## src/rtl/mc_main_control.sv

```systemverilog
// Main control FSM for the multicycle MIPS datapath: one instruction at a time
// through fetch/decode/execute/memory/writeback, stalling on shared-memory ready.
module mc_main_control #(
  parameter logic [5:0] OPC_RTYPE = 6'b000000,
  parameter logic [5:0] OPC_LW    = 6'b100011,
  parameter logic [5:0] OPC_SW    = 6'b101011,
  parameter logic [5:0] OPC_BEQ   = 6'b000100,
  parameter logic [5:0] OPC_ADDI  = 6'b001000,
  parameter logic [5:0] OPC_J     = 6'b000010
) (
  input  logic       clk,
  input  logic       rst_n,
  input  logic [5:0] opcode,
  input  logic       zero,
  input  logic       mem_ready,
  output logic       iord,
  output logic       mem_read,
  output logic       mem_write,
  output logic       ir_write,
  output logic       reg_dst,
  output logic       mem_to_reg,
  output logic       reg_write,
  output logic       alu_src_a,
  output logic [1:0] alu_src_b,
  output logic [1:0] alu_op,
  output logic [1:0] pc_src,
  output logic       pc_en,
  output logic       illegal_op,
  output logic       instr_done,
  output logic [3:0] state
);

  typedef enum logic [3:0] {
    IDLE   = 4'd0,  FETCH  = 4'd1,  DECODE = 4'd2,  MEMADR = 4'd3,
    MEMRD  = 4'd4,  MEMWB  = 4'd5,  MEMWR  = 4'd6,  EXEC   = 4'd7,
    ALUWB  = 4'd8,  BRANCH = 4'd9,  ADDIEX = 4'd10, ADDIWB = 4'd11,
    JUMP   = 4'd12
  } state_t;

  state_t st;
  logic   pc_write, branch;

  always_ff @(posedge clk or negedge rst_n) begin
    if (!rst_n) st <= IDLE;
    else begin
      case (st)
        IDLE:   st <= FETCH;
        FETCH:  if (mem_ready) st <= DECODE;
        DECODE: begin
          case (opcode)
            OPC_LW, OPC_SW: st <= MEMADR;
            OPC_RTYPE:      st <= EXEC;
            OPC_BEQ:        st <= BRANCH;
            OPC_ADDI:       st <= ADDIEX;
            OPC_J:          st <= JUMP;
            default:        st <= FETCH;
          endcase
        end
        MEMADR: st <= (opcode == OPC_LW) ? MEMRD : MEMWR;
        MEMRD:  if (mem_ready) st <= MEMWB;
        MEMWB:  st <= FETCH;
        MEMWR:  if (mem_ready) st <= FETCH;
        EXEC:   st <= ALUWB;
        ALUWB:  st <= FETCH;
        BRANCH: st <= FETCH;
        ADDIEX: st <= ADDIWB;
        ADDIWB: st <= FETCH;
        JUMP:   st <= FETCH;
        default: st <= IDLE;
      endcase
    end
  end

  logic legal;
  assign legal = opcode inside {OPC_RTYPE, OPC_LW, OPC_SW, OPC_BEQ, OPC_ADDI, OPC_J};

  // Outputs decode straight from the state register so reset zeroes them at once.
  always_comb begin
    iord = 1'b0; mem_read = 1'b0; mem_write = 1'b0; ir_write = 1'b0;
    reg_dst = 1'b0; mem_to_reg = 1'b0; reg_write = 1'b0; alu_src_a = 1'b0;
    alu_src_b = 2'b00; alu_op = 2'b00; pc_src = 2'b00;
    illegal_op = 1'b0; instr_done = 1'b0; pc_write = 1'b0; branch = 1'b0;
    case (st)
      FETCH: begin
        mem_read = 1'b1; alu_src_b = 2'b01;
        ir_write = mem_ready; pc_write = mem_ready;
      end
      DECODE: begin
        alu_src_b = 2'b11;
        illegal_op = ~legal; instr_done = ~legal;
      end
      MEMADR: begin alu_src_a = 1'b1; alu_src_b = 2'b10; end
      MEMRD:  begin iord = 1'b1; mem_read = 1'b1; end
      MEMWB:  begin mem_to_reg = 1'b1; reg_write = 1'b1; instr_done = 1'b1; end
      MEMWR:  begin iord = 1'b1; mem_write = 1'b1; instr_done = mem_ready; end
      EXEC:   begin alu_src_a = 1'b1; alu_op = 2'b11; end
      ALUWB:  begin reg_dst = 1'b1; reg_write = 1'b1; instr_done = 1'b1; end
      BRANCH: begin
        alu_src_a = 1'b1; alu_op = 2'b10; pc_src = 2'b01;
        branch = 1'b1; instr_done = 1'b1;
      end
      ADDIEX: begin alu_src_a = 1'b1; alu_src_b = 2'b10; end
      ADDIWB: begin reg_write = 1'b1; instr_done = 1'b1; end
      JUMP:   begin pc_src = 2'b10; pc_write = 1'b1; instr_done = 1'b1; end
      default: ;
    endcase
  end

  assign pc_en = pc_write | (branch & zero);
  assign state = st;

endmodule

```

## config.mk

```make
export PLATFORM = sky130hd
export DESIGN_NAME = mc_main_control
export DESIGN_NICKNAME = d
export VERILOG_FILES = /design/src/rtl/mc_main_control.sv
export SDC_FILE = /design/constraint.sdc
export NUM_CORES = 1
export LEC_CHECK = 0
export CAP_MARGIN = 20
export CELL_PAD_IN_SITES_DETAIL_PLACEMENT = 1
export CELL_PAD_IN_SITES_GLOBAL_PLACEMENT = 1
export CORE_MARGIN = 5
export CORE_UTILIZATION = 26
export DETAILED_ROUTE_END_ITERATION = 10
export GPL_TIMING_DRIVEN = 0
export HOLD_SLACK_MARGIN = 0.02
export PLACE_DENSITY = 0.87
export SYNTH_ARGS = -nofsm -noshare
export SYNTH_HDL_FRONTEND = slang
export SYNTH_SLANG_ARGS = --single-unit
```

## constraint.sdc

```tcl
create_clock -name clk -period 2.3 [get_ports clk]
set_input_delay 0.23 -clock clk [delete_from_list [all_inputs] [get_ports clk]]
set_output_delay 0.23 -clock clk [all_outputs]
set_load 0.03 [all_outputs]
```

==> impl_results.md <==
- Net switching power: around 660 µW
- CP max-delay cell: clkdlybuf4s50_1
- PD cells: 1280 nW/µm²
- CP Launch Point: opcode[1]
- Later-pin clock latency in the skew report: 0.25 ns
- Drt first-iter violations: 15
- Critical Path Max Stage Delay: around 0.53 ns
- Postcts setup bufs: 0
- Root Buffer: clkbuf_4
- Clock slew at the register clock pins of the worst setup and hold paths: approximately 0.040 ns
- Final wirelength: 2.07 mm
- CP Max Fanout: 6
- Layout cell share with drive strength beyond 1: 9.48%
- Initial Util: 27.8%
- Arrival time worst endpoint: between 1.5 and 2 ns
- Fin Hold WS: between 0.15 and 0.2 ns
- DR vias/cell: 4.95
- Worst EP required: 2.07 ns
- Vias: 708
- YS warnings: 0
- Row cnt: 16
- Mapped Avg Cell Area: 6.69 µm²
- Fmax achieved: 459 MHz
- Comb pwr share: between 80% and 90%
- Clk sinks: 4
- Path depth of the worst reg2reg path: 3
- Final nets: 128
- Pin count of the biggest net entering global routing: 11
- TritonCTS clock tree: built
- Final Hold Fails: 0
- Setup TNS: 0 ns
- Synth top cells by count: nor2_1, nand2_1, a21oi_1, nor3_1, o21ai_0
- Reg-to-Reg Start: state[3]$_DFFE_PN0P_
- Footprint of the multi-input gates: 418 µm²
- Worst vdd ir: 590 µV
- CP Class: in -> out
- R2r setup slk: 0.95 ns
- First-pass GRT wire length: about 3.7 mm
- Synth area leader: dfrtp_1
- Core Util, Final: 46.0%
- Clk_skew: 0.00954 ns
- Cts bufs inserted: 3
- Startpoint type of the worst setup path: input pin
- Remaining global-route overflow: 0
- DR WL/cell: 14.4 µm
- # diodes: 0
- Layout area overhead: 65.8%
- Internal power: 519 µW
- EDFF count, synth: 0
- Mapped Area: 556 µm²
- PortBufs: 30
- Worst hold path type: in -> async
- Flops & latches, synth: 4
- R2R Path End: state[3]$_DFFE_PN0P_
- Syn_nets: 93
- DRT antenna net count: 0
- Number of flip-flops in the largest register: 4
- Chip width: approximately 56 µm
- Die footprint: 3160 µm²
- DRC violations left: 0
- Unique masters post-synth: 36
- Critical path endpoint: instr_done
- Initial antenna violation count: 0
- GPL Wtd Cong: roughly 0.83
- Slew @ Worst Pin: 0.430 ns
- # hold bufs at CTS: 0
- Fin crit period: approximately 2.2 ns
- RSZ-0062 raised after global routing: no
- Clock buffer depth: 2
- Synth top area cells: dfrtp_1, nor2_1, nand2_1
- Status: finished, final reports clean
- Area taken by flip-flops and latches: 100 µm²
- Htree depth: 1
- Yosys top cell area share: 18.0%
- Pre-antenna DRT Iters: 4
- Period utilisation layout: between 90% and 100%
- Final setup vio count: 0
- Cells along the critical path: clkdlybuf4s50_1 -> maj3_1 -> o22ai_1 -> a21oi_1 -> nand3b_1 -> dlygate4sd2_1
- Hpwl dp: 1.67 mm
- Async set-reset flop share out of synthesis: 100%
- Boundary pin count: 31
- Switching share of power: 56.0%
- Max_cap viols: 0
- Core area: 2000 µm²
- Sequential power share: 10.6%
- Sequential fraction of the synthesis area: 18.0%
- Total GRT Usage: approximately 15%
- Fillers: 256
- Vias in the first global route: around 770
- Syn Inst Count: just over 80
- Chip Height: 56.2 µm
- Pleak: 0.485 nW
- Max_slew headroom: 71.3%
- Critical Path Stages: 6
- Crit path buffers/inverters: 2
- Clock network power share: under 10%
- Ys flop type: dfrtp_1
- Count leader, synth: nor2_1
- Pins over their slew limit: 0
- Worst setup EP type: output pin
- Delay-heaviest family, CP: buffers and inverters
## through the flow
| step | std cells | total power [mW] | instance area [µm²] | setup slack [ns] |
|---|---|---|---|---|
| after global placement | 140 | 1.11 | 890 | -0.0954 |
| after detailed placement | 140 | 1.13 | 890 | -0.128 |
| after global routing | 143 | 1.28 | 921 | 0.0205 |
| after CTS | 143 | 1.20 | 908 | 0.00427 |
| after floorplan | 83 | 0.745 | 556 | 0.222 |
| final | 143 | 1.18 | 921 | 0.120 |
## final cells by class
class	instances	area share, %
sequential	4	10.9
tap	27	3.67
buffer	6	3.13
inverter	3	1.22
timing repair buffer	30	33.3
multi-input combinational	70	45.4
clock buffer	3	2.45
## worst min path at each step
stage	endpoint	cells past startpoint	slack, ns	from
6_report	state[1]$_DFFE_PN0P_	1	0.18	rst_n
3_5_place_dp	state[1]$_DFFE_PN0P_	1	0.44	rst_n
3_3_place_gp	state[1]$_DFFE_PN0P_	1	0.43	rst_n
2_1_floorplan	state[0]$_DFFE_PN0P_	0	-0.07	rst_n
4_1_cts	state[1]$_DFFE_PN0P_	1	0.18	rst_n
5_1_grt	state[3]$_DFFE_PN0P_	1	0.18	rst_n
## per-layer routing
layer / global-route usage (%) / up-vias / wire length [µm]
met4: 4.07 / 0 / 0
met3: 7.19 / 0 / 166
met1: 16.6 / 309 / 981
met5: 0 / - / 0
li1: - / 368 / -
met2: 23.7 / 31 / 919
## cell usage in the layout, fill, tap and decap left out, types with 3 or more instances in the layout
cell type / count
a21oi_1: 5
buf_2: 3
clkbuf_4: 3
clkdlybuf4s50_1: 20
dfrtp_1: 4
dlygate4sd2_1: 5
dlymetal6s2s_1: 5
inv_1: 3
nand2_1: 7
nand2b_1: 4
nand4_1: 3
nor2_1: 11
nor3_1: 5
o21ai_0: 5
## repair_timing
item | 4_1_cts | 5_1_grt
resized for setup | 7 | 5
setup endpoints to repair | 5 | 5
pin swaps | 0 | 0
## worst register-to-register path: cells and delay by family (launching register included)
family	cells	cell delay (ns)
buf+inv	1	0.38
compound gates	2	0.43
flops	1	0.43
## cells by family (layout without fill, tap and decap cells)
| kind of cell | count (synthesis) | count (layout) | share of synthesized area, % |
|---|---|---|---|
| muxes | 1 | 1 | 1.80 |
| adders and majority gates | 1 | 1 | 1.80 |
| buffers and inverters | 9 | 42 | 6.76 |
| and+or+nand+nor | 42 | 42 | 40.3 |
| DFF | 4 | 4 | 18.0 |
| xor gates and xnor gates | 3 | 3 | 4.73 |
| AOI/OAI and AO/OA | 23 | 23 | 26.6 |
## power groups by stage
| stage | combinational (mW) | clock (mW) | sequential [mW] |
|---|---|---|---|
| floorplan | 0.574 | 0 | 0.171 |
| global placement | 0.982 | 0 | 0.125 |
| detailed placement | 0.998 | 0 | 0.127 |
| CTS | 0.976 | 0.0960 | 0.127 |
| global route | 1.04 | 0.109 | 0.132 |
| finish | 0.963 | 0.0909 | 0.125 |
(Power assumes the default switching activity.)
